File: src/rtl/prio_dec2to4_hold_pkg.sv
// Shared types and constants for the priority-index grant holder.
//   state_e             : IDLE / GRANT controller states
//   GNT0..GNT3          : one-hot grant patterns for indices 0..3
//   HOLD_CYCLES_DEFAULT : default number of cycles a grant is held
package prio_dec2to4_hold_pkg;

    localparam int unsigned IDX_W = 2;
    localparam int unsigned GNT_W = 4;
    localparam int unsigned TMR_W = 8;

    localparam int unsigned HOLD_CYCLES_DEFAULT = 4;

    typedef enum logic {
        IDLE  = 1'b0,
        GRANT = 1'b1
    } state_e;

    localparam logic [GNT_W-1:0] GNT0 = 4'b0001;
    localparam logic [GNT_W-1:0] GNT1 = 4'b0010;
    localparam logic [GNT_W-1:0] GNT2 = 4'b0100;
    localparam logic [GNT_W-1:0] GNT3 = 4'b1000;

endpackage

File: src/rtl/prio_dec2to4_hold_dec2to4.sv
// Combinational 2-to-4 one-hot decoder; inverse of the 4-to-2 priority encoder.
//   idx_i    : encoded index
//   onehot_o : one-hot pattern with bit idx_i set
module dec2to4
    import prio_dec2to4_hold_pkg::*;
(
    input  logic [IDX_W-1:0] idx_i,
    output logic [GNT_W-1:0] onehot_o
);

    always_comb begin
        onehot_o = GNT0;
        unique case (idx_i)
            2'd0: onehot_o = GNT0;
            2'd1: onehot_o = GNT1;
            2'd2: onehot_o = GNT2;
            2'd3: onehot_o = GNT3;
            default: onehot_o = GNT0;
        endcase
    end

endmodule

File: src/rtl/prio_dec2to4_hold.sv
// Converts an encoded priority index back into a one-hot grant and holds it
// for HOLD_CYCLES cycles or until released early.
//   clk, rst   : clock, synchronous active-high reset
//   in_valid   : Y/V pair presented;  in_ready : accepted this cycle (comb)
//   Y, V       : encoded index and "any request" flag
//   rel        : early release of the current grant
//   G          : registered one-hot grant;  busy : grant in progress
//   done       : one-cycle pulse when a grant ends
//   grant_cnt  : saturating count of grants issued
module prio_dec2to4_hold
    import prio_dec2to4_hold_pkg::*;
#(
    parameter int unsigned HOLD_CYCLES = HOLD_CYCLES_DEFAULT,
    parameter int unsigned CNT_W       = 8
) (
    input  logic             clk,
    input  logic             rst,
    input  logic             in_valid,
    output logic             in_ready,
    input  logic [IDX_W-1:0] Y,
    input  logic             V,
    input  logic             rel,
    output logic [GNT_W-1:0] G,
    output logic             busy,
    output logic             done,
    output logic [CNT_W-1:0] grant_cnt
);

    state_e             state_q, state_d;
    logic [GNT_W-1:0]   g_q, g_d;
    logic               done_q, done_d;
    logic [TMR_W-1:0]   timer_q, timer_d;
    logic [CNT_W-1:0]   cnt_q, cnt_d;
    logic [GNT_W-1:0]   dec_onehot;
    logic               start_grant;
    logic               end_grant;

    dec2to4 u_dec (
        .idx_i    (Y),
        .onehot_o (dec_onehot)
    );

    // A handshake with V=0 is consumed but starts nothing.
    assign start_grant = (state_q == IDLE) && in_valid && V;
    assign end_grant   = (state_q == GRANT) && ((timer_q == '0) || rel);

    // State register and registered outputs.
    always_ff @(posedge clk) begin
        if (rst) begin
            state_q <= IDLE;
            g_q     <= '0;
            done_q  <= 1'b0;
            timer_q <= '0;
            cnt_q   <= '0;
        end else begin
            state_q <= state_d;
            g_q     <= g_d;
            done_q  <= done_d;
            timer_q <= timer_d;
            cnt_q   <= cnt_d;
        end
    end

    // Next-state logic.
    always_comb begin
        state_d = state_q;
        unique case (state_q)
            IDLE:    if (start_grant) state_d = GRANT;
            GRANT:   if (end_grant)   state_d = IDLE;
            default: state_d = IDLE;
        endcase
    end

    // Grant, timer, counter and done updates.
    always_comb begin
        g_d     = g_q;
        done_d  = 1'b0;
        timer_d = timer_q;
        cnt_d   = cnt_q;
        unique case (state_q)
            IDLE: begin
                if (start_grant) begin
                    g_d     = dec_onehot;
                    timer_d = TMR_W'(HOLD_CYCLES - 1);
                    if (cnt_q != {CNT_W{1'b1}}) begin
                        cnt_d = cnt_q + CNT_W'(1);
                    end
                end
            end
            GRANT: begin
                if (end_grant) begin
                    g_d    = '0;
                    done_d = 1'b1;
                end else begin
                    timer_d = timer_q - TMR_W'(1);
                end
            end
            default: begin
                g_d = '0;
            end
        endcase
    end

    assign in_ready  = (state_q == IDLE);
    assign busy      = (state_q == GRANT);
    assign G         = g_q;
    assign done      = done_q;
    assign grant_cnt = cnt_q;

endmodule

File: config.mk
export PLATFORM = sky130hd
export DESIGN_NAME = prio_dec2to4_hold
export DESIGN_NICKNAME = d
export VERILOG_FILES = /design/src/rtl/prio_dec2to4_hold_pkg.sv /design/src/rtl/prio_dec2to4_hold_dec2to4.sv /design/src/rtl/prio_dec2to4_hold.sv
export SDC_FILE = /design/constraint.sdc
export NUM_CORES = 1
export LEC_CHECK = 0
export ABC_AREA = 1
export ABC_CLOCK_PERIOD_IN_PS = 1780
export BUFFER_PORTS_ARGS = -buffer_cell sky130_fd_sc_hd__buf_2
export CORE_MARGIN = 2
export CORE_UTILIZATION = 54
export DETAILED_ROUTE_END_ITERATION = 8
export GPL_ROUTABILITY_DRIVEN = 0
export MAX_ROUTING_LAYER = met4
export PLACE_DENSITY = 0.82
export SLEW_MARGIN = 20
export SYNTH_ARGS = -nofsm -noshare
export SYNTH_HDL_FRONTEND = slang
export SYNTH_SLANG_ARGS = --single-unit
File: constraint.sdc
create_clock -name clk -period 1.78 [get_ports clk]
set_input_delay 0.089 -clock clk [delete_from_list [all_inputs] [get_ports clk]]
set_output_delay 0.089 -clock clk [all_outputs]
set_load 0.01 [all_outputs]
==> flow_summary_export.csv <==
group,metric,value,unit
status,status,"finished, final reports clean",
timing,period_minus_slack,1.44,ns
final_layout,most_frequent_standard_cell_in_the_layout_excluding_fill_and_tap_cells,"sky130_fd_sc_hd__nand2_1",
job,max_cap_viol_count,0,
setup_path,worst-endpoint-arrival,1.68,ns
global_route,grt_pass1_wl,4020,µm
global_route,globalRoute.totalOverflow,0,
clock_tree,cts_inserted_buffers,3,
final_layout,final_cell_mix,"sky130_fd_sc_hd__nand2_1, sky130_fd_sc_hd__nor2_1, sky130_fd_sc_hd__dfxtp_1, sky130_fd_sc_hd__buf_2, sky130_fd_sc_hd__inv_1",
global_route,first_global_vias,970,
timing,report.final.hold_viol_count,0,
global_route,grt.total_usage,20.4,%
setup_path,end_kind,"register",
timing,final.period_utilization,80.7,%
floorplanning,die_h,51.6,µm
yosys,synthesized_area,1220,µm²
floorplanning,floorplan.rows,17,
final_layout,n_fill_cell,203,
detailed_routing,wl_met1,1110,µm
clock_tree,cts_tree,"done",
detailed_routing,postRouteAntennaNets,0,
clock_tree,clock_sink_count,22,
yosys,synth_seq_area_share,36.0,%
floorplanning,starting_density,56.5,%
detailed_routing,via_per_inst,5.12,
setup_path,rr_worst_depth,9,
placed_design,dp_wirelength,1810,µm
power_and_ir_drop,pwr_density_cell,775,nW/µm²
final_layout,num-nets-final,208,
clock_tree,hold_buffers,0,
detailed_routing,first_iter_violations,27,
final_layout,post-route-cell-area,1380,µm²
setup_path,worst-endpoint-required,2.02,ns
clock_tree,clock_tree.root_cell,"sky130_fd_sc_hd__clkbuf_4",
final_layout,num_antenna_cells,0,
timing,final-setup-viol-count,0,
setup_path,worst-setup-path-type,"reg -> reg",
global_route,antenna_found_initial,0,
placed_design,place.port_buffers,21,
timing,relSlewSlack,75.9,%
detailed_routing,drcViolationCount,0,
final_layout,layout-drive-gt1-share,23.4,%
clock_tree,cts_resized,0,
power_and_ir_drop,leakage_power,0.657,nW
clock_tree,worst_setup_hold_path_clk_slew,0.12,ns
yosys,yosys_warnings,0,
detailed_routing,wl,2430,µm
floorplanning,top_level_ports,22,
timing,grt_setup_unrepaired,"false",
yosys,yosys.cell_types.count,25,
yosys,syn_area_per_cell,6.96,µm²
hold_path,hold_path_cell_cnt,4,
placed_design,total_cell_area_at_the_placement_stage,1330,µm²
final_layout,area.growth.synth_to_final,13.0,%
setup_path,startpoint_type,"register",
detailed_routing,wl_per_cell,10.8,µm
detailed_routing,dr_wl_met2,1200,µm
global_route,grt_max_degree,16,
timing,worst_slew_pin_tran,0.361,ns
clock_tree,cts-root-to-sink-buffers,2,
timing,fmaxAchievable,696,MHz
yosys,mappedNetlistNets,186,
yosys,syn_inst,176,
timing,fin_worst_skew,0.00689,ns
timing,final.setup.tns,0,ns
floorplanning,die_w,51.6,µm
detailed_routing,wl_met3,95,µm
detailed_routing,detailedRoute.firstPassIterationCount,4,
setup_path,critPathMaxFanout,12,
clock_tree,ctsHtreeMaxLevel,1,
yosys,ys_ff_latch,22,
clock_tree,cts_post_setup_buffers_inserted,0,
timing,slew_viol_final,0,
clock_tree,insertion_delay_to_the_later_sink_of_the_worst_skew_pair,0.30,ns
floorplanning,floorplan.die_area,2670,µm²
power_and_ir_drop,vdd_ir_drop_max,0.675,mV
floorplanning,placeableCoreArea,2170,µm²
hold_path,hold_path.class,"in -> reg",
detailed_routing,highest-signal-layer,"met4",
detailed_routing,routed_via_count,1151,
-- kinds of logic after synthesis --
logic type      synth area share (%)
simple gates                    34.3
buf+inv                         11.0
compound gates                  12.1
flops                           36.0
xor+xnor                        3.58
fa+ha+maj                       3.06
-- metrics by stage --
step,power (mW),utilization [%],instances,hold slack [ns],setup WS (ns)
after detailed placement,0.710,61.4,221,0.440,0.379
final,1.07,63.8,225,0.112,0.344
after floorplan,0.670,-,176,0.151,0.422
after global routing,1.13,63.8,225,0.109,0.206
after CTS,1.09,63.8,225,0.102,0.336
after global placement,0.702,61.4,221,0.430,0.451
-- worst max-delay path, cell delays in order (launching register included) --
cell,delay (ns)
sky130_fd_sc_hd__dfxtp_1,0.40
sky130_fd_sc_hd__ha_1,0.20
sky130_fd_sc_hd__nand2_1,0.10
sky130_fd_sc_hd__nor3_4,0.17
sky130_fd_sc_hd__nand2_2,0.09
sky130_fd_sc_hd__nand2_4,0.15
sky130_fd_sc_hd__inv_2,0.08
sky130_fd_sc_hd__nand3_1,0.07
sky130_fd_sc_hd__nand2_1,0.06
sky130_fd_sc_hd__nor2_1,0.08
-- final timing paths --
kind	from	end	slack, ns
max	grant_cnt[0]	grant_cnt[3]	0.34
min	Y[1]	G[0]	0.11
max reg2reg	grant_cnt[0]	grant_cnt[3]	0.34
min reg2reg	grant_cnt[1]	grant_cnt[1]	0.50
-- area by class of cell --
cell class	count	area [µm²]	share of cell area, %
inverter	27	101	7.32
multi-input combinational	123	649	46.9
sequential	22	440	31.8
timing repair buffer	21	105	7.59
tap	28	35.0	2.53
clock inverter	1	30.0	2.17
clock buffer	3	22.5	1.63
-- Yosys cell counts --
| library cell | count | area, µm² |
|---|---|---|
| sky130_fd_sc_hd__nor2_2 | 2 | 12.5 |
| sky130_fd_sc_hd__xor2_1 | 3 | 26.3 |
| sky130_fd_sc_hd__inv_2 | 7 | 26.3 |
| sky130_fd_sc_hd__nand3_2 | 1 | 10.0 |
| sky130_fd_sc_hd__nand4_1 | 2 | 12.5 |
| sky130_fd_sc_hd__dfxtp_1 | 22 | 440 |
| sky130_fd_sc_hd__nor3_1 | 6 | 30.0 |
| sky130_fd_sc_hd__buf_12 | 1 | 20.0 |
| sky130_fd_sc_hd__nand2_2 | 5 | 31.3 |
| sky130_fd_sc_hd__a21oi_2 | 4 | 35.0 |
| sky130_fd_sc_hd__nor3_4 | 1 | 16.3 |
| sky130_fd_sc_hd__nand2_4 | 1 | 11.3 |
| sky130_fd_sc_hd__o21ai_1 | 8 | 40.0 |
| sky130_fd_sc_hd__nand3_1 | 12 | 60.1 |
| sky130_fd_sc_hd__o21bai_1 | 1 | 7.51 |
| sky130_fd_sc_hd__clkbuf_1 | 1 | 3.75 |
| sky130_fd_sc_hd__nor2_1 | 24 | 90.1 |
| sky130_fd_sc_hd__a21oi_1 | 13 | 65.1 |
| sky130_fd_sc_hd__buf_2 | 2 | 10.0 |
| sky130_fd_sc_hd__nand3b_1 | 4 | 30.0 |
| sky130_fd_sc_hd__inv_1 | 19 | 71.3 |
| sky130_fd_sc_hd__nand2_1 | 31 | 116 |
| sky130_fd_sc_hd__ha_1 | 3 | 37.5 |
| sky130_fd_sc_hd__xnor2_1 | 2 | 17.5 |
| sky130_fd_sc_hd__clkinv_1 | 1 | 3.75 |
-- report_power, final --
group	leakage, nW	internal (mW)	switching [mW]
logic	0.450	0.0649	0.108
clock network	0.0279	0.227	0.145
registers	0.179	0.512	0.0148
-- flip-flops by register name, summed over array words and instances, names as in the netlist --
name	flops
grant_cnt	8
busy	1
timer_q	8
G	4
done	1
-- routing by layer --
metal	vias to the layer above	GRT usage (%)
li1	602	-
met1	521	24.3
met2	26	34.8
met3	2	3.45
met4	0	7.02
met5	-	-
Power figures use the tool's default switching activity.
